**config.mk**
```make
export PLATFORM = sky130hd
export DESIGN_NAME = updown_pulse_gen_flat
export DESIGN_NICKNAME = d
export VERILOG_FILES = /design/src/rtl/updown_pulse_gen_if.sv /design/src/rtl/updown_pulse_gen.sv /design/src/flat_wrapper.sv
export SDC_FILE = /design/constraint.sdc
export NUM_CORES = 1
export LEC_CHECK = 0
export CAP_MARGIN = 5
export CELL_PAD_IN_SITES_DETAIL_PLACEMENT = 1
export CELL_PAD_IN_SITES_GLOBAL_PLACEMENT = 2
export CORE_AREA = 2 2 86 88
export DETAILED_ROUTE_END_ITERATION = 12
export DIE_AREA = 0 0 88 90
export DONT_BUFFER_PORTS = 1
export GPL_TIMING_DRIVEN = 0
export PLACE_DENSITY = 0.87
export SLEW_MARGIN = 25
export SYNTH_ARGS = -nofsm -noshare
export SYNTH_HDL_FRONTEND = slang
export SYNTH_SLANG_ARGS = --single-unit
```
**constraint.sdc**
```tcl
create_clock -name clk -period 5.1 [get_ports clk]
set_input_delay 1.02 -clock clk [delete_from_list [all_inputs] [get_ports clk]]
set_output_delay 1.02 -clock clk [all_outputs]
set_load 0.03 [all_outputs]
```
**src/rtl/updown_pulse_gen_if.sv**
```systemverilog
// Button-to-counter step interface.
//   btn_up, btn_down : raw button levels (master -> slave)
//   up, down         : one-cycle step requests (slave -> master)
//   blocked          : conflict lockout indicator (slave -> master)
interface updown_pulse_gen_if;
  logic btn_up;
  logic btn_down;
  logic up;
  logic down;
  logic blocked;

  modport master (output btn_up, output btn_down, input up, input down, input blocked);
  modport slave  (input btn_up, input btn_down, output up, output down, output blocked);
endinterface

```
**src/rtl/updown_pulse_gen.sv**
```systemverilog
// Debounced up/down button pulse generator with auto-repeat and conflict lockout.
//   clk  : single clock, rising edge
//   rst  : asynchronous active-high reset
//   bus  : slave side of updown_pulse_gen_if (raw buttons in, step pulses + blocked out)
module updown_pulse_gen #(
  parameter int unsigned DEBOUNCE_CYCLES = 16,
  parameter int unsigned REPEAT_DELAY    = 64,
  parameter int unsigned REPEAT_PERIOD   = 16,
  parameter bit          REPEAT_EN       = 1'b1
) (
  input  logic              clk,
  input  logic              rst,
  updown_pulse_gen_if.slave bus
);

  localparam int unsigned CNT_W = 16;
  localparam logic [CNT_W-1:0] DB_LAST = CNT_W'(DEBOUNCE_CYCLES - 1);
  localparam logic [CNT_W-1:0] RPT_DLY = CNT_W'(REPEAT_DELAY);
  localparam logic [CNT_W-1:0] RPT_PER = CNT_W'(REPEAT_PERIOD);

  typedef enum logic [1:0] {IDLE, HOLD_UP, HOLD_DOWN, LOCK} state_t;

  // Channel 0 = up button, channel 1 = down button
  logic [1:0]       raw;
  logic [1:0]       meta;
  logic [1:0]       sync;
  logic [1:0]       deb;
  logic [CNT_W-1:0] db_cnt [2];

  state_t           state;
  logic [CNT_W-1:0] rpt_cnt;
  logic             rpt_on;
  logic             up_q;
  logic             down_q;
  logic             blocked_q;
  logic             rpt_hit;

  assign raw = {bus.btn_down, bus.btn_up};

  // Two-flop synchronizers followed by per-button stable-count debouncers
  always_ff @(posedge clk or posedge rst) begin
    if (rst) begin
      meta <= '0;
      sync <= '0;
      deb  <= '0;
      for (int i = 0; i < 2; i++) db_cnt[i] <= '0;
    end else begin
      meta <= raw;
      sync <= meta;
      for (int i = 0; i < 2; i++) begin
        if (sync[i] == deb[i]) begin
          db_cnt[i] <= '0;
        end else if (db_cnt[i] == DB_LAST) begin
          deb[i]    <= sync[i];
          db_cnt[i] <= '0;
        end else begin
          db_cnt[i] <= db_cnt[i] + CNT_W'(1);
        end
      end
    end
  end

  // rpt_cnt holds edges elapsed since the last pulse; the first gap uses the delay, later ones the period
  assign rpt_hit = REPEAT_EN && (rpt_cnt == (rpt_on ? RPT_PER : RPT_DLY));

  // Pulse FSM with registered outputs
  always_ff @(posedge clk or posedge rst) begin
    if (rst) begin
      state     <= IDLE;
      rpt_cnt   <= '0;
      rpt_on    <= 1'b0;
      up_q      <= 1'b0;
      down_q    <= 1'b0;
      blocked_q <= 1'b0;
    end else begin
      up_q   <= 1'b0;
      down_q <= 1'b0;
      case (state)
        IDLE: begin
          rpt_cnt <= CNT_W'(1);
          rpt_on  <= 1'b0;
          if (deb[0] && !deb[1]) begin
            state <= HOLD_UP;
            up_q  <= 1'b1;
          end else if (deb[1] && !deb[0]) begin
            state  <= HOLD_DOWN;
            down_q <= 1'b1;
          end else if (deb[0] && deb[1]) begin
            state     <= LOCK;
            blocked_q <= 1'b1;
          end
        end
        HOLD_UP: begin
          if (!deb[0]) begin
            state <= IDLE;
          end else if (deb[1]) begin
            state     <= LOCK;
            blocked_q <= 1'b1;
          end else if (rpt_hit) begin
            up_q    <= 1'b1;
            rpt_cnt <= CNT_W'(1);
            rpt_on  <= 1'b1;
          end else if (REPEAT_EN) begin
            rpt_cnt <= rpt_cnt + CNT_W'(1);
          end
        end
        HOLD_DOWN: begin
          if (!deb[1]) begin
            state <= IDLE;
          end else if (deb[0]) begin
            state     <= LOCK;
            blocked_q <= 1'b1;
          end else if (rpt_hit) begin
            down_q  <= 1'b1;
            rpt_cnt <= CNT_W'(1);
            rpt_on  <= 1'b1;
          end else if (REPEAT_EN) begin
            rpt_cnt <= rpt_cnt + CNT_W'(1);
          end
        end
        LOCK: begin
          if (!deb[0] && !deb[1]) begin
            state     <= IDLE;
            blocked_q <= 1'b0;
          end
        end
        default: state <= IDLE;
      endcase
    end
  end

  assign bus.up      = up_q;
  assign bus.down    = down_q;
  assign bus.blocked = blocked_q;

endmodule

```
**src/flat_wrapper.sv**
```systemverilog
// flat-port wrapper written by rule: the top's interface ports become plain ports
module updown_pulse_gen_flat 
#(
  parameter int unsigned DEBOUNCE_CYCLES = 16,
  parameter int unsigned REPEAT_DELAY    = 64,
  parameter int unsigned REPEAT_PERIOD   = 16,
  parameter bit          REPEAT_EN       = 1'b1
)
  (clk, rst, bus_btn_up, bus_btn_down, bus_up, bus_down, bus_blocked);
  updown_pulse_gen_if bus_i ();
  input  logic clk;
  input  logic rst;
  input wire logic [$bits(bus_i.btn_up)-1:0] bus_btn_up;
  input wire logic [$bits(bus_i.btn_down)-1:0] bus_btn_down;
  output wire logic [$bits(bus_i.up)-1:0] bus_up;
  output wire logic [$bits(bus_i.down)-1:0] bus_down;
  output wire logic [$bits(bus_i.blocked)-1:0] bus_blocked;
  assign bus_i.btn_up = bus_btn_up;
  assign bus_i.btn_down = bus_btn_down;
  assign bus_up = bus_i.up;
  assign bus_down = bus_i.down;
  assign bus_blocked = bus_i.blocked;
  updown_pulse_gen #(.DEBOUNCE_CYCLES(DEBOUNCE_CYCLES), .REPEAT_DELAY(REPEAT_DELAY), .REPEAT_PERIOD(REPEAT_PERIOD), .REPEAT_EN(REPEAT_EN)) u_core (.clk(clk), .rst(rst), .bus(bus_i));
endmodule
```
==> out/metrics.csv <==
stage,metric,value,unit
drt,dr_total_vias,2266,
logic_synthesis,postSynth.topFlopCell,sky130_fd_sc_hd__dfrtp_1,
sta,final-setup-viol-count,0,
clock_network,clk_root_buffer_cell,sky130_fd_sc_hd__clkbuf_8,
logic_synthesis,synth_cell_types,44,
floorplanning,floorplan.die_area,7920,sq um
cells_and_area,drive_above_1_share,0.08896,
global_route,grt_start_max_net_pins,55,
worst_setup_path,path_depth_of_the_worst_reg2reg_path,9,
sta,post-route-period-util,0.4765,
worst_setup_path,cp_startpoint_kind,register,
power_and_ir_drop,worst_ir_drop_vdd,0.2316,mV
clock_network,holdBufCountCts,0,
placement,dpl-instance-area,3237,sq um
logic_synthesis,synth-warning-count,0,
global_route,met3_usage,0.05142,
global_route,grt_antenna_before_repair,0,
clock_network,tritoncts,yes,
clock_network,ctsLongestPathBuffers,2,
cells_and_area,area_growth,11.28,%
global_route,grt.busiest_layer,met2,
logic_synthesis,ys_seq_elements,60,
logic_synthesis,async_flop_share,1.000,
flow_run,max-cap-violations,0,
logic_synthesis,part_of_the_yosys_area_used_for_sequential_elements,0.4870,
run_status,run_status,"complete, no violations",
cells_and_area,design.final.nets,339,
worst_setup_path,timing.critical_path.from,u_core.state[0]$_DFFE_PP0P_,
clock_network,worst_skew_pair_latency,0.34,ns
global_route,grt_first_pass_wirelength,11270,um
cells_and_area,n_antenna_cell,0,
worst_setup_path,reg2reg_setup_slack,2.67,ns
floorplanning,io_pins,7,
worst_setup_path,setup.worst_path.end_class,register,
logic_synthesis,synthCells,309,
worst_hold_path,holdCritPathClass,reg2reg,
worst_setup_path,reg2reg_from,u_core.state[0]$_DFFE_PP0P_,
worst_setup_path,worst-setup-path-type,reg2reg,
drt,dr.first_iter.drc_count,104,
sta,timing.clock.skew,0.007064,ns
drt,first_pass_iters,4,
drt,avgViaCountPerCell,5.332,
worst_setup_path,timing.critical_path.arrival,2.65,ns
worst_setup_path,cp_max_fo,10,
floorplanning,die_ht,90,um
sta,max-slew-margin-rel,0.4486,
floorplanning,floorplan.die.width,88,um
placement,io_buffers,0,
drt,drt_wl_total,6526,um
placement,gp_congestion,0.8464,
worst_setup_path,crit_path_end,u_core.rpt_cnt[6]$_DFFE_PP0P_,
sta,grt_setup_unrepaired,false,
floorplanning,floorplan.core_area,7020,sq um
drt,detail_route.wl_per_cell,15.36,um
global_route,grt_util_met1,0.2451,
clock_network,cts_max_level,3,
logic_synthesis,synth_fp_nets,327,
placement,post-dp-hpwl,4642,um
floorplanning,initial_core_util,0.4391,
global_route,grt_overflow_total,0,
sta,slew_viol_final,0,
worst_setup_path,required,5.32,ns
cells_and_area,fillers,800,
global_route,gr-usage-all-layers,0.1850,
clock_network,clkTransAtPathRegs,0.06,ns
power_and_ir_drop,power_leakage,1.537,nW
clock_network,post_cts_resized,0,
drt,drcViolationCount,0,
sta,fin_crit,2.430,ns
sta,finalHoldViolations,0,
logic_synthesis,synth_enable_flop_cells,0,
floorplanning,placement_rows,31,
global_route,grt_use_met2,0.2753,
clock_network,tritoncts_num_sinks,60,
sta,setup_tns,0,ns
sta,fmax,411.5,MHz
logic_synthesis,syn-mean-instance-area,9.977,sq um
power_and_ir_drop,power_per_cell_area,373.9,nW/um^2
sta,tightest_slew,0.8256,ns
clock_network,post_cts_buffers,0,
drt,drt.antenna.violating_nets,0,
global_route,first_global_vias,2317,
logic_synthesis,synth_area,3083,sq um
worst_setup_path,worst_r2r_endpoint,u_core.rpt_cnt[6]$_DFFE_PP0P_,
clock_network,cts-buffers-inserted,9,
cells_and_area,post-route-cell-area,3431,sq um
## sequential cells by signal, indices dropped and copies added, names as in the netlist, 2 cells and up
name	flops
u_core.db_cnt	32
u_core.rpt_cnt	16
u_core.deb	2
u_core.meta	2
u_core.state	2
u_core.sync	2
## power by group
part,switching (mW),internal [mW]
clock network,0.190,0.239
logic,0.201,0.103
registers,0.0427,0.507
## cell usage after synthesis (all sizes together), types with 3 or more instances
library cell / n / area, sq um
a21oi: 4 / 20.02
and3: 11 / 68.82
buf: 4 / 20.02
clkbuf: 5 / 18.77
dfrtp: 60 / 1501
ha: 14 / 175.2
inv: 11 / 41.29
nand2: 23 / 86.33
nand3: 11 / 55.05
nand4: 10 / 62.56
nor2: 51 / 193.9
nor3: 7 / 40.04
nor4: 6 / 37.54
o211ai: 6 / 45.04
o21ai: 11 / 55.05
o31ai: 3 / 22.52
xnor2: 11 / 96.34
xor2: 28 / 245.2
## through the flow
step           setup slack, ns  instances  hold WS, ns  total power [mW]  utilization
2_1_floorplan            2.595        309       0.3312            0.7768            -
3_3_place_gp             1.902        408       0.3466            0.8485       0.4568
3_5_place_dp             2.662        409       0.3497            0.8638       0.4611
4_1_cts                  2.636        425       0.3774             1.296       0.4887
5_1_grt                  2.479        425       0.3882             1.362       0.4887
6_report                 2.670        425       0.3666             1.283       0.4887
## final cells by class
class,count,area [sq um],area share
Multi-Input combinational cell,229,1501,0.4376
Timing Repair Buffer,1,27.53,0.008023
Sequential cell,60,1501,0.4376
Buffer,9,38.79,0.01131
Inverter,11,43.79,0.01276
Clock inverter,4,48.80,0.01422
Clock buffer,12,145.1,0.04230
Tap cell,99,123.9,0.03611
## critical path, cell delays in order (launching register included)
cell,delay (ns)
sky130_fd_sc_hd__dfrtp_1,0.40
sky130_fd_sc_hd__inv_1,0.10
sky130_fd_sc_hd__ha_1,0.28
sky130_fd_sc_hd__or3b_1,0.42
sky130_fd_sc_hd__nor2_2,0.29
sky130_fd_sc_hd__nor2_1,0.12
sky130_fd_sc_hd__buf_2,0.22
sky130_fd_sc_hd__nor2_1,0.15
sky130_fd_sc_hd__buf_2,0.26
sky130_fd_sc_hd__nor2_1,0.08
## cell families after synthesis
| kind of cell | after synthesis | synth area share |
|---|---|---|
| fa+ha+maj | 14 | 0.05682 |
| simple gates | 134 | 0.2143 |
| mux | 2 | 0.007305 |
| flops | 60 | 0.4870 |
| compound gates | 40 | 0.09781 |
| buf+inv | 20 | 0.02598 |
| xor+xnor | 39 | 0.1108 |
## placed cells by master, fill, tap and decap left out, types with 3 or more instances in the layout
cell	n
sky130_fd_sc_hd__nor4_1	6
sky130_fd_sc_hd__o21ai_1	6
sky130_fd_sc_hd__clkbuf_8	10
sky130_fd_sc_hd__inv_1	9
sky130_fd_sc_hd__nand3_1	11
sky130_fd_sc_hd__xnor2_1	11
sky130_fd_sc_hd__nor3_1	6
sky130_fd_sc_hd__nand4_1	10
sky130_fd_sc_hd__and3_1	11
sky130_fd_sc_hd__nand2_1	23
sky130_fd_sc_hd__clkbuf_1	7
sky130_fd_sc_hd__xor2_1	28
sky130_fd_sc_hd__dfrtp_1	60
sky130_fd_sc_hd__o21ai_0	5
sky130_fd_sc_hd__o31ai_1	3
sky130_fd_sc_hd__a21oi_1	4
sky130_fd_sc_hd__nor2_1	50
sky130_fd_sc_hd__buf_2	4
sky130_fd_sc_hd__ha_1	14
sky130_fd_sc_hd__o211ai_1	6
## per-layer routing
layer  part of all wire  up-vias
li1                   -     1101
met1               0.48     1132
met4              0.026        0
met3              0.021       14
met2               0.47       19
met5                  0        -
## how the worst min path moves through the flow
| stage | startpoint | end | slack (ns) | cells past startpoint |
|---|---|---|---|---|
| after CTS | u_core.meta[1]$_DFF_PP0_ | u_core.sync[1]$_DFF_PP0_ | 0.38 | 0 |
| after global routing | u_core.meta[1]$_DFF_PP0_ | u_core.sync[1]$_DFF_PP0_ | 0.39 | 0 |
| final | u_core.meta[1]$_DFF_PP0_ | u_core.sync[1]$_DFF_PP0_ | 0.37 | 0 |
| after floorplan | u_core.meta[0]$_DFF_PP0_ | u_core.sync[0]$_DFF_PP0_ | 0.33 | 0 |
| after detailed placement | u_core.meta[1]$_DFF_PP0_ | u_core.sync[1]$_DFF_PP0_ | 0.35 | 0 |
| after global placement | u_core.meta[1]$_DFF_PP0_ | u_core.sync[1]$_DFF_PP0_ | 0.35 | 0 |
Note: power is estimated with default switching activity, not from simulation.
